--- src/rtl/dig_ct_lut_pipe.sv ---
`default_nettype none
// ============================================================================
// Module   : dig_ct_lut_pipe
// Brief    : Multi-channel LUT logic block. Each channel evaluates a
//            runtime-writable truth table over a shared input bus. Results
//            travel through a valid-qualified pipeline, and saturating
//            counters track rising edges on each output channel.
// Revision : 1.0 - initial release
// ============================================================================
module dig_ct_lut_pipe #(
    parameter int                        CH       = 3,
    parameter int                        NIN      = 5,
    parameter int                        DEPTH    = 1,
    parameter int                        CNT_W    = 8,
    parameter logic [CH*(2**NIN)-1:0]    LUT_INIT = {32'hFFFFF0FF, 32'h3F3F3F3F, 32'hEFEFEFEF},
    localparam int                       CSW      = (CH > 1) ? $clog2(CH) : 1
) (
    input  logic                  CLK,
    input  logic                  RST,
    input  logic [NIN-1:0]        IN,
    input  logic                  IN_VALID,
    input  logic                  CFG_WE,
    input  logic [CSW-1:0]        CFG_SEL,
    input  logic [(2**NIN)-1:0]   CFG_DATA,
    input  logic                  CNT_CLR,
    output logic [CH-1:0]         OUT,
    output logic                  OUT_VALID,
    output logic [CH*CNT_W-1:0]   RISE_CNT
);

    localparam int               c_LUT_SZ  = 2**NIN;
    localparam logic [CNT_W-1:0] c_CNT_MAX = '1;

    // Per-channel truth tables
    logic [c_LUT_SZ-1:0] r_lut [CH];

    // Combinational function outputs for the current input bus
    logic [CH-1:0] w_f;

    // Data and valid presented to the last pipeline stage at this edge
    logic [CH-1:0] w_last_d;
    logic          w_last_ld;
    logic [CH-1:0] w_rise;

    // LUT storage: reset to LUT_INIT, rewritten by the config port when the
    // selected channel exists; out-of-range selects match no channel.
    always_ff @(posedge CLK or posedge RST) begin
        if (RST) begin
            for (int c = 0; c < CH; c++) begin
                r_lut[c] <= LUT_INIT[c*c_LUT_SZ +: c_LUT_SZ];
            end
        end else if (CFG_WE) begin
            for (int c = 0; c < CH; c++) begin
                if (CFG_SEL == CSW'(c)) begin
                    r_lut[c] <= CFG_DATA;
                end
            end
        end
    end

    // Table lookup: each channel indexes its LUT with the raw input bus
    always_comb begin
        w_f = '0;
        for (int c = 0; c < CH; c++) begin
            w_f[c] = r_lut[c][IN];
        end
    end

    // Pipeline: stage 0 samples the LUT outputs, later stages shift.
    // Valid bits move every cycle; data only loads behind a valid bit, so a
    // bubble leaves the previous result in place.
    genvar gs;
    generate
        for (gs = 0; gs < DEPTH; gs++) begin : g_stage
            logic [CH-1:0] w_d_in;
            logic          w_v_in;
            logic [CH-1:0] r_d;
            logic          r_v;

            if (gs == 0) begin : g_first
                assign w_d_in = w_f;
                assign w_v_in = IN_VALID;
            end else begin : g_next
                assign w_d_in = g_stage[gs-1].r_d;
                assign w_v_in = g_stage[gs-1].r_v;
            end

            // Stage register with valid-qualified data load
            always_ff @(posedge CLK or posedge RST) begin
                if (RST) begin
                    r_d <= '0;
                    r_v <= 1'b0;
                end else begin
                    r_v <= w_v_in;
                    if (w_v_in) begin
                        r_d <= w_d_in;
                    end
                end
            end
        end
    endgenerate

    assign OUT       = g_stage[DEPTH-1].r_d;
    assign OUT_VALID = g_stage[DEPTH-1].r_v;
    assign w_last_d  = g_stage[DEPTH-1].w_d_in;
    assign w_last_ld = g_stage[DEPTH-1].w_v_in;

    // A rise is a 0->1 transition on a channel caused by the last stage loading
    assign w_rise = w_last_ld ? (w_last_d & ~OUT) : '0;

    genvar gc;
    generate
        for (gc = 0; gc < CH; gc++) begin : g_cnt
            logic [CNT_W-1:0] r_cnt;

            // Saturating rise counter; clear wins over a same-edge increment
            always_ff @(posedge CLK or posedge RST) begin
                if (RST) begin
                    r_cnt <= '0;
                end else if (CNT_CLR) begin
                    r_cnt <= '0;
                end else if (w_rise[gc] && (r_cnt != c_CNT_MAX)) begin
                    r_cnt <= r_cnt + CNT_W'(1);
                end
            end

            assign RISE_CNT[gc*CNT_W +: CNT_W] = r_cnt;
        end
    endgenerate

endmodule
`default_nettype wire

--- config.mk ---
export PLATFORM = sky130hd
export DESIGN_NAME = dig_ct_lut_pipe
export DESIGN_NICKNAME = d
export VERILOG_FILES = /design/src/rtl/dig_ct_lut_pipe.sv
export SDC_FILE = /design/constraint.sdc
export NUM_CORES = 1
export LEC_CHECK = 0
export BUFFER_PORTS_ARGS = -buffer_cell sky130_fd_sc_hd__buf_2
export CELL_PAD_IN_SITES_DETAIL_PLACEMENT = 2
export CELL_PAD_IN_SITES_GLOBAL_PLACEMENT = 2
export CORE_MARGIN = 2
export CORE_UTILIZATION = 40
export CTS_CLUSTER_DIAMETER = 40
export DETAILED_ROUTE_END_ITERATION = 16
export PLACE_DENSITY_LB_ADDON = 0.1
export SKIP_LAST_GASP = 1
export SYNTH_ARGS = -nofsm -noshare
export SYNTH_HDL_FRONTEND = slang
export SYNTH_SLANG_ARGS = --single-unit
--- constraint.sdc ---
create_clock -name CLK -period 4.45 [get_ports CLK]
set_input_delay 0 -clock CLK [delete_from_list [all_inputs] [get_ports CLK]]
set_output_delay 0 -clock CLK [all_outputs]
set_load 0.02 [all_outputs]
; ---- Yosys cells after proc, flatten, opt, wreduce, memory -nomap -nowiden
; Cells that the tools add are included.
[classes]
addsub = 3
bitwise = 2
order_cmp = 1
n_reduce_logical = 10
n_eq_ne = 5
n_mux = 13
[ops]
columns = cell, count
row1 = two-way mux 8 bit, 6
row2 = adder 8 x 1 -> 8 bit (second input constant), 3
row3 = != test 8 bit (second input constant), 3
row4 = binary-select mux 1 bit (select 5 bit), 3
row5 = < comparator 5 x 6 -> 1 bit (second input constant), 1
row6 = AND reduction 2 bit, 3
row7 = nonzero test 2 bit, 3
row8 = AND 3 bit, 1
row9 = logical AND 1 bit, 3
row10 = two-way mux 1 bit, 3
row11 = two-way mux 3 bit, 1
row12 = NOT 3 bit, 1
row13 = equality test 2 x 1 -> 1 bit (second input constant), 1
row14 = equality test 2 bit (second input constant), 1
row15 = logical NOT 2 bit, 1
[word_totals]
out_inout_bits = 28
inputBits = 44
ff_bits = 124
word_cells = 42

; ---- Depth between registers and ports, before layout
[depth]
word_depth = 7
depth_mapped = 10
depth_no_buf = 7

; ---- Least setup slack after synthesis
; Ideal clock, no wire load.
[synth_timing]
path_kind = register to register
from = reg r_lut[53] (netlist name)
to = reg g_cnt[1].r_cnt[6]
path_stages_with_launch = 8
path_slack_ns = 2.321
arrival_ns = 2.005
setup_ns = 0.125
period_less_slack_ns = 2.129
n_path_buf = 1
cell_sequence = dfstp_2 -> mux2i_1 -> a22oi_1 -> a21oi_1 -> or4_4 -> buf_6 -> nor3_1 -> mux2_2
[synth_via]
elab_chain_len = 6
[synth_rtl]
columns = item, line_no
row1 = "start, declared", 35  ; logic [c_LUT_SZ-1:0] r_lut [CH];
row2 = "start signal, assigned by index", 50  ; r_lut[c] <= LUT_INIT[c*c_LUT_SZ +: c_LUT_SZ];
row3 = binary-select mux 1 bit (select 5 bit), 65  ; w_f[c] = r_lut[c][IN];
row4 = two-way mux 1 bit (not written as such), 65
row5 = AND 3 bit, 109  ; assign w_rise = w_last_ld ? (w_last_d & ~OUT) : '0;
row6 = two-way mux 3 bit, 109
row7 = logical AND 1 bit, 122  ; end else if (w_rise[gc] && (r_cnt != c_CNT_MAX)) begin
row8 = nonzero test 2 bit (no line), -
row9 = "end signal, assigned", 123  ; r_cnt <= r_cnt + CNT_W'(1);
row10 = "end, declared", 114  ; logic [CNT_W-1:0] r_cnt;
; No other way between the ends. The select of a mux whose other input is x is not followed.
; A chain may end at the register's enable or synchronous reset.

; ---- Final worst setup path
[layout_timing]
from = reg r_lut[51] (netlist name)
to = reg g_cnt[1].r_cnt[6]
; The elaborated chain is that of the path after synthesis.

==> impl_metrics.yaml <==
sta:
  finalSetupViolCount: 0
  fin_crit_sh: 0.5485
  slew_headroom: 0.2877
  tns_ps: 0
  fmax_ghz: 0.4097
  tightest_slew_ps: 1066
  min_period_ps: 2441
  drv_slew: 0
  hold_slack_ps: 110.8
  fin_skew_ps: 8.773
  hold_viol_final: 0
  rsz0062_at_grt: "no"
  finalWorstSetupSlack_ps: 2009
power:
  internal_power_uw: 2666
  p_per_area_nw_per_um2: 472.6
  fin_total_pwr_uw: 3532
  p_seq_frac: 0.431
  switching_share: 0.2450
  peakVddDrop_mv: 0.2592
  switching_power_uw: 865.4
  power_frac_comb: 0.142
  pwr-share-clk: 0.428
  leakage_uw: 0.003230
global_route:
  grt_pass1_wl_um: 26220
  antenna_found_initial: 0
  grt_max_degree: 75
  grt_use_total: 0.2132
  grt_pass1_vias: 4774
  grt-ovfl-total: 0
hold_path:
  hold_path.class: "input pin to register"
synth:
  synth_top_area_frac: 0.3486
  synth_top_cell_by_area: "dfstp_2"
  yosysUniqueCellTypes: 31
  yosys_warnings: 0
  synthesis.area_um2: 6030
  synth_seq_cells: 124
  syn_avg_cell_area_um2: 12.94
  ys.flop_type: "dfstp_2"
  ys_top_cells_by_area: "dfstp_2, mux2_2, dfrtp_1"
  syn-instance-count: 466
  syn_nets: 513
  synth_edf_count: 0
  async_flop_share: 1.000
  ys_seq_area_frac: 0.5312
cts:
  path_clk_slew_ps: 60
  cts_htree_levels: 4
  tritoncts: "built"
  cts_buffer_depth: 2
  hold_buffers: 34
  clock-sinks: 124
  cts-root-buf: "clkbuf_16"
  cts_setup_buffers: 0
  numCtsBuffers: 17
  ctsResizeCount: 0
  insertion_delay_ps: 430
die:
  design.die.area_um2: 16070
  dieHeight_um: 126.8
  initial_utilization: 0.4117
  core_um2: 14640
  die_x_um: 126.8
  fp-row-count: 44
  io_pins: 72
routing:
  totalWireLength_um: 15900
  num_vias: 4182
  wire_per_inst_um: 20.70
  ant_nets: 0
  drt_first_pass_iters: 4
  route.detailed.drc: 0
  initialDrtViolationCount: 132
  routed_via_density: 5.445
cells_and_area:
  synthToLayoutAreaGrowth_pct: 23.93
  stdcell_area_um2: 7472
  n_fill_cell: 1399
  drive_above_1_share: 0.5103
  final_cell_mix: "mux2_2, dfstp_2, buf_2, mux2i_1, dfrtp_1"
  final_common_cell: "mux2_2"
  diodes: 0
  nets: 618
setup_path:
  crit_required_ps: 4750
  crit_path_max_fanout: 11
  crit_type: "register to register"
  worstPathArrival_ps: 2750
  crit_path_start_kind: "register"
  endpoint_kind: "register"
flow_run:
  cap_violations: 0
place:
  dpl_cell_area_um2: 6491
  pre_cts_ws_ps: 1748
  gp_congestion: 0.7503
  hpwlAfterDp_um: 10270
  io_buffers: 71
outcome:
  status: "completed"
-- critical path, stage by stage (launching register included) --
cell     delay [ps]
dfstp_2         530
mux2i_1          90
a22oi_1         300
a21oi_1         160
or4_4           640
nor3_1          250
mux2_2          360
-- cell families (layout without fill, tap and decap cells) --
group                      after synthesis  count (layout)  share of synthesized area
buffers and inverters                   28             146                    0.03113
adders and majority gates                3               3                   0.006226
muxes                                  155             155                     0.2791
AOI/OAI and AO/OA                       67              67                    0.06723
DFF                                    124             124                     0.5312
and+or+nand+nor                         89              89                    0.08508
-- Yosys cell counts (2+ instances only) --
library cell	n
nand3_1	2
and2_1	2
or4_4	3
and3_1	6
inv_1	3
mux2i_1	50
or3_1	12
nor3b_1	2
nand2b_1	6
mux2_2	105
buf_6	4
nor2_1	12
o21ai_0	15
buf_1	2
nor3_1	5
a21oi_1	25
buf_12	3
nand3b_1	3
dfrtp_1	44
nand2_1	11
nand4_1	10
nor2b_1	13
a311oi_1	2
a22oi_1	24
ha_1	3
clkbuf_1	15
dfstp_2	80
-- registers in the layout (all words and copies together) (netlist names) --
name / count
OUT_VALID: 1
r_lut: 96
g_cnt.r_cnt: 24
OUT: 3
-- worst paths after layout --
path | start | to | slack, ps | cells after the start
max in group asynchronous | RST | r_lut[92] | 2870 | 4
hold / removal | CNT_CLR | g_cnt[2].r_cnt[7] | 110 | 2
setup / recovery | r_lut[51] | g_cnt[1].r_cnt[6] | 2010 | 6
setup reg to reg | r_lut[51] | g_cnt[1].r_cnt[6] | 2010 | 6
hold reg to reg | r_lut[38] | r_lut[38] | 510 | 1
min in group asynchronous | RST | g_cnt[2].r_cnt[6] | 350 | 3
-- power by group through the flow --
stage	Sequential [uW]	Combinational [uW]	Clock (uW)
detailed placement	1530	475	0
global route	1550	551	1600
CTS	1520	508	1540
global placement	1520	451	0
finish	1520	500	1510
floorplan	1500	353	0
-- per-layer routing --
layer / part of all wire / up-vias / global-route usage
li1: - / 1936 / -
met1: 0.43 / 2148 / 0.2638
met2: 0.52 / 82 / 0.3758
met3: 0.033 / 16 / 0.04429
met4: 0.014 / 0 / 0.06593
met5: 0 / - / 0
-- cell type report --
type | count | area (um^2) | area share
sequential | 124 | 3203 | 0.4287
multi-input combinational | 314 | 2644 | 0.3538
timing repair buffer | 111 | 740.7 | 0.09913
clock buffer | 20 | 446.7 | 0.05978
tap | 184 | 230.2 | 0.03081
clock inverter | 12 | 193.9 | 0.02595
inverter | 3 | 13.76 | 0.001842
-- per-stage QoR --
stage / util / std cells
floorplan: - / 466
global placement: 0.4433 / 702
detailed placement: 0.4433 / 702
CTS: 0.5103 / 768
global route: 0.5103 / 768
finish: 0.5103 / 768
Note: power is estimated with default switching activity, not from simulation.
